==> config.mk <==
export PLATFORM = sky130hd
export DESIGN_NAME = ram_programmer
export DESIGN_NICKNAME = d
export VERILOG_FILES = /design/src/rtl/sap1_pkg.sv /design/src/rtl/ram_programmer.sv
export SDC_FILE = /design/constraint.sdc
export NUM_CORES = 1
export LEC_CHECK = 0
export BUFFER_PORTS_ARGS = -buffer_cell sky130_fd_sc_hd__buf_2
export CELL_PAD_IN_SITES_DETAIL_PLACEMENT = 1
export CELL_PAD_IN_SITES_GLOBAL_PLACEMENT = 1
export CORE_MARGIN = 3
export CORE_UTILIZATION = 37
export DETAILED_ROUTE_END_ITERATION = 8
export HOLD_SLACK_MARGIN = 0.02
export PLACE_DENSITY = 0.76
export SLEW_MARGIN = 20
export SYNTH_ARGS = -nofsm -noshare
export SYNTH_HDL_FRONTEND = slang
export SYNTH_SLANG_ARGS = --single-unit
==> constraint.sdc <==
create_clock -name clk -period 2.1 [get_ports clk]
set_input_delay 0.63 -clock clk [delete_from_list [all_inputs] [get_ports clk]]
set_output_delay 0.63 -clock clk [all_outputs]
set_load 0.01 [all_outputs]
==> src/rtl/sap1_pkg.sv <==
// ---------------------------------------------------------------------------
// sap1_pkg
// Shared definitions for the SAP-1 program loader.
//   DEFAULT_ADDR_W : default program-memory address width (16 locations)
//   DEFAULT_DATA_W : default program-memory byte width
//   prog_state_t   : state encoding of the ram_programmer loader FSM
// ---------------------------------------------------------------------------
package sap1_pkg;

   localparam int DEFAULT_ADDR_W = 4;
   localparam int DEFAULT_DATA_W = 8;

   typedef enum logic [2:0] {
      ST_IDLE   = 3'd0,
      ST_LEN    = 3'd1,
      ST_DATA   = 3'd2,
      ST_CHECK  = 3'd3,
      ST_FINISH = 3'd4
   } prog_state_t;

endpackage

==> src/rtl/ram_programmer.sv <==
// ---------------------------------------------------------------------------
// ram_programmer
// Loads a program image into the SAP-1 program memory from a valid/ready byte
// stream.
//
// A session is a length byte, that many data bytes and a checksum byte. The
// CPU is held in reset until a session finishes with a matching checksum.
//
// Ports
//   clk        : single clock, rising edge
//   reset      : synchronous, active-high reset
//   start      : begin a new session (only looked at while idle)
//   in_valid   : in_data carries a byte
//   in_data    : incoming byte stream
//   in_ready   : a byte can be accepted this cycle
//   mem_we     : program-memory write strobe (one cycle per byte)
//   mem_addr   : program-memory write address
//   mem_wdata  : program-memory write data
//   cpu_reset  : holds the CPU in reset while memory is not valid
//   busy       : loader is in a session
//   done       : one-cycle pulse on a successful session
//   error      : sticky checksum-failure flag
// ---------------------------------------------------------------------------
module ram_programmer
   import sap1_pkg::*;
#(
   parameter int ADDR_W = DEFAULT_ADDR_W,
   parameter int DATA_W = DEFAULT_DATA_W
) (
   input  logic              clk,
   input  logic              reset,
   input  logic              start,
   input  logic              in_valid,
   input  logic [DATA_W-1:0] in_data,
   output logic              in_ready,
   output logic              mem_we,
   output logic [ADDR_W-1:0] mem_addr,
   output logic [DATA_W-1:0] mem_wdata,
   output logic              cpu_reset,
   output logic              busy,
   output logic              done,
   output logic              error
);

   prog_state_t state;
   prog_state_t state_next;

   logic              accept;
   logic [ADDR_W-1:0] wr_addr;
   logic [ADDR_W-1:0] last_addr;
   logic [DATA_W-1:0] checksum;

   // Handshake and status outputs decode straight from the state register so
   // they never glitch relative to it.
   always_comb begin
      in_ready = (state == ST_LEN) || (state == ST_DATA) || (state == ST_CHECK);
      busy     = (state != ST_IDLE);
      done     = (state == ST_FINISH);
      accept   = in_valid && in_ready;
   end

   // State register.
   always_ff @(posedge clk) begin
      if (reset) begin
         state <= ST_IDLE;
      end else begin
         state <= state_next;
      end
   end

   // Next-state logic. DATA ends on the byte written to last_addr, which
   // covers every count from 1 to 2**ADDR_W with a plain ADDR_W-bit compare.
   always_comb begin
      state_next = state;
      case (state)
         ST_IDLE: begin
            if (start) begin
               state_next = ST_LEN;
            end
         end
         ST_LEN: begin
            if (accept) begin
               state_next = ST_DATA;
            end
         end
         ST_DATA: begin
            if (accept && (wr_addr == last_addr)) begin
               state_next = ST_CHECK;
            end
         end
         ST_CHECK: begin
            if (accept) begin
               state_next = (in_data == checksum) ? ST_FINISH : ST_IDLE;
            end
         end
         ST_FINISH: begin
            state_next = ST_IDLE;
         end
         default: begin
            state_next = ST_IDLE;
         end
      endcase
   end

   // Datapath: address counter, inline checksum accumulator, registered
   // memory write port and the cpu_reset / error flags.
   // The last address is stored as (count - 1), so a count of 0 becomes
   // all-ones and the session writes the whole memory.
   // cpu_reset and error are cleared on the edge that enters FINISH, so both
   // already read low during the done pulse.
   always_ff @(posedge clk) begin
      if (reset) begin
         wr_addr   <= '0;
         last_addr <= '0;
         checksum  <= '0;
         mem_we    <= 1'b0;
         mem_addr  <= '0;
         mem_wdata <= '0;
         cpu_reset <= 1'b1;
         error     <= 1'b0;
      end else begin
         mem_we <= 1'b0;
         case (state)
            ST_IDLE: begin
               if (start) begin
                  cpu_reset <= 1'b1;
                  wr_addr   <= '0;
                  checksum  <= '0;
               end
            end
            ST_LEN: begin
               if (accept) begin
                  last_addr <= in_data[ADDR_W-1:0] - ADDR_W'(1);
                  wr_addr   <= '0;
                  checksum  <= '0;
               end
            end
            ST_DATA: begin
               if (accept) begin
                  mem_we    <= 1'b1;
                  mem_addr  <= wr_addr;
                  mem_wdata <= in_data;
                  wr_addr   <= wr_addr + ADDR_W'(1);
                  checksum  <= checksum + in_data;
               end
            end
            ST_CHECK: begin
               if (accept) begin
                  if (in_data == checksum) begin
                     cpu_reset <= 1'b0;
                     error     <= 1'b0;
                  end else begin
                     error <= 1'b1;
                  end
               end
            end
            default: begin
            end
         endcase
      end
   end

endmodule

==> summary.md <==
| Metric | Value |
|---|---|
| Relative slew slack | `0.370` |
| Flop-to-flop setup slack | `0.24 ns` |
| Syn-to-layout area delta | `27.7%` |
| # setup viols final | `0` |
| WP data required | `2.28 ns` |
| Critical Path Source | `in_data[0]` |
| GRT Util Overall | `0.173` |
| Final net count | `276` |
| Critical Path End | `checksum[6]$_SDFFE_PP0P_` |
| Hold_ws | `0.453 ns` |
| Yosys top cell area share | `0.395` |
| Synth Flop Type | `dfxtp_1` |
| ANT nets after route | `0` |
| Chip Height | `~74 um` |
| Seq/Total Area, Yosys | `0.395` |
| Distinct cells, synth | `40` |
| Worst Setup End Kind | `flip-flop` |
| Hold path start | `mem_addr[1]$_SDFFE_PP0P_` |
| CTS max path bufs | `2` |
| Register bit total from synthesis | `34` |
| Clk Latency, worst-skew pair | `0.29 ns` |
| Die Area | `0.00551 mm2` |
| Fin crit period | `between 1.5 and 2 ns` |
| DRC Markers | `0` |
| Vias in the first global route | `1557` |
| Synth area leader | `dfxtp_1` |
| Cell count after synthesis | `slightly above 200` |
| Placed wire-length estimate | `3340 um` |
| WP data arrival | `2.16 ns` |
| Reg2Reg Launch Point | `checksum[1]$_SDFFE_PP0P_` |
| Crit-path max FO | `3` |
| Hold Vio Cnt, Final | `0` |
| Tightest Hold Check Type | `reg -> reg` |
| Chip Width | `74.2 um` |
| CTS buffer count | `5` |
| Crit Path Class | `in -> reg` |
| PnR worst setup slack | `0.127 ns` |
| Initial Util | `0.390` |
| Reg2Reg Depth | `6` |
| Antenna violations before repair | `0` |
| PortBufs | `29` |
| Clock Skew | `0.00466 ns` |
| Largest net degree at the start of global routing | `19` |
| Via count | `1561` |
| Top-count cell post-synth | `dfxtp_1` |
| GP Congestion | `0.860` |
| Mapped cell area | `about 0.0017 mm2` |
| First-pass GRT wire length | `about 7400 um` |
| Root Buffer | `clkbuf_8` |
| Setup Fix Bufs, Post-CTS | `0` |
| Initial drt markers | `between 80 and 90` |
| Clock transition at path regs | `about 0.070 ns` |
| Inserted Diodes | `0` |
| Top post-synthesis cells by count | `dfxtp_1 (34), nand2_1 (28), nor2_1 (25)` |
| Worst VDD drop | `roughly 470 uV` |
| Final instance area | `approximately 0.0022 mm2` |
| Max-Cap Viols | `0` |
| FF-to-FF End | `checksum[7]$_SDFFE_PP0P_` |
| # rows | `24` |
| Sink Count | `34` |
| Period utilization | `0.940` |
| Startpoint Class | `input port` |
| H-Tree Depth | `2` |
| PD cells | `between 900 and 1000 mW/mm2` |
| Tightest Pin Transition | `0.937 ns` |
| Layout cells sized above 1 | `0.275` |
| Final Max Tran Viols | `0` |
| Vias per inst | `slightly above 5` |
| Yosys warning total | `0` |
| RSZ-0062 raised after global routing | `no` |
| Pre-antenna DRT Iters | `4` |
| Total wire length | `4390 um` |
| Drt wl/cell | `between 10 and 15 um` |
| Setup WS pre-CTS | `-0.203 ns` |
| Static leakage | `0.992 nW` |
| Post-synth EDFFs | `0` |
| Gr ovfl total | `0` |
| Hold depth | `2` |
| Ports | `30` |
| Synthesized area per cell | `~8.4 um2` |
| Synth Net Count | `226` |
| Status | `completed` |
| Fmax | `507 MHz` |
| Core Area | `between 0.004 and 0.005 mm2` |
| TritonCTS clock tree | `built` |
| CTS Hold Bufs | `0` |
| Placed inst area | `between 0.002 and 0.0025 mm2` |
| Asr flop ratio synth | `0` |
| Area contributors post-synth | `dfxtp_1 (40%), ha_1 (6.5%), nand2_1 (6.1%)` |
==> cells by family (layout without fill, tap and decap cells) <==
| kind of cell | after synthesis | after routing | synth area share |
|---|---|---|---|
| AO/OA/AOI/OAI | 41 | 41 | 0.150 |
| multiplexers | 9 | 9 | 0.0559 |
| buffers and inverters | 17 | 68 | 0.0421 |
| adder cells (fa/ha/maj) | 10 | 10 | 0.0770 |
| AND/OR/NAND/NOR | 78 | 78 | 0.204 |
| XOR/XNOR | 15 | 15 | 0.0762 |
| flip-flops | 34 | 34 | 0.395 |
==> layout by cell type (no fill, tap or decap), drive strengths merged <==
| cell | count |
|---|---|
| a211o | 1 |
| a211oi | 7 |
| a21o | 1 |
| a21oi | 18 |
| a221o | 1 |
| a22oi | 3 |
| a31o | 1 |
| a31oi | 2 |
| and2 | 1 |
| and3 | 2 |
| buf | 53 |
| clkbuf | 7 |
| clkinv | 1 |
| dfxtp | 34 |
| fa | 1 |
| ha | 9 |
| inv | 7 |
| mux2 | 2 |
| mux2i | 7 |
| nand2 | 28 |
| nand2b | 1 |
| nand3 | 4 |
| nand3b | 2 |
| nand4 | 1 |
| nor2 | 25 |
| nor2b | 2 |
| nor3 | 6 |
| nor4 | 2 |
| nor4b | 1 |
| o21ai | 2 |
| o21bai | 1 |
| o22ai | 2 |
| o31ai | 2 |
| or3 | 1 |
| or3b | 1 |
| or4 | 1 |
| xnor2 | 5 |
| xor2 | 10 |
==> through the flow <==
| step | setup TNS (ns) | util | total power [mW] | std cells |
|---|---|---|---|---|
| after floorplan | 0 | - | 1.26 | 204 |
| after global placement | -0.427 | 0.472 | 1.48 | 299 |
| after detailed placement | -0.490 | 0.472 | 1.50 | 299 |
| after CTS | 0 | 0.493 | 2.01 | 307 |
| after global routing | 0 | 0.498 | 2.15 | 307 |
| final | 0 | 0.498 | 2.00 | 307 |
==> how the worst min path moves through the flow <==
stage | endpoint | slack (ns)
floorplan | checksum[6]$_SDFFE_PP0P_ | 0.46
global placement | mem_addr[3]$_SDFFE_PP0P_ | 0.44
detailed placement | mem_wdata[4]$_SDFFE_PP0P_ | 0.44
CTS | mem_wdata[4]$_SDFFE_PP0P_ | 0.45
global route | mem_wdata[3]$_SDFFE_PP0P_ | 0.48
finish | mem_addr[1]$_SDFFE_PP0P_ | 0.45
==> cell type report <==
class                   instances  area [um2]
repair buffers                 53         325
well taps                      52        65.1
flip-flops and latches         34         681
multi-input cells             153        1010
fillers                       553        2210
inverters                       7        26.3
clock inverters                 1        5.00
clock buffers                   7        86.3
==> state kept, by name, summed over array words and instances, names as in the netlist <==
register and count:
last_addr 4, wr_addr 4, error 1, mem_we 1
state 3, checksum 8, cpu_reset 1, mem_addr 4
mem_wdata 8
==> critical path, cell delays in order <==
cell     delay [ns]
buf_2          0.11
ha_1           0.24
fa_1           0.43
a21oi_2        0.16
o21ai_0        0.12
a21oi_1        0.18
mux2i_1        0.09
a31o_2         0.20
==> per-layer routing <==
layer | vias up | GRT usage | wire (um) | share of wire
met1 | 734 | 0.221 | 1980 | 0.45
met3 | 5 | 0.0365 | 132 | 0.030
met2 | 19 | 0.299 | 2240 | 0.51
met5 | - | 0 | 0 | 0
li1 | 803 | - | - | -
met4 | 0 | 0.0415 | 41 | 0.0093
==> power by group <==
part | total [mW] | switching (mW) | internal, mW
registers | 0.773 | 0.0540 | 0.719
logic | 0.721 | 0.396 | 0.325
clock network | 0.509 | 0.244 | 0.265
==> repair_timing <==
item / CTS / global route
endpoints found under the setup margin: 0 / 2
gates resized for setup: 0 / 5
endpoints found under the hold margin: 0 / 0
Power figures use the tool's default switching activity.
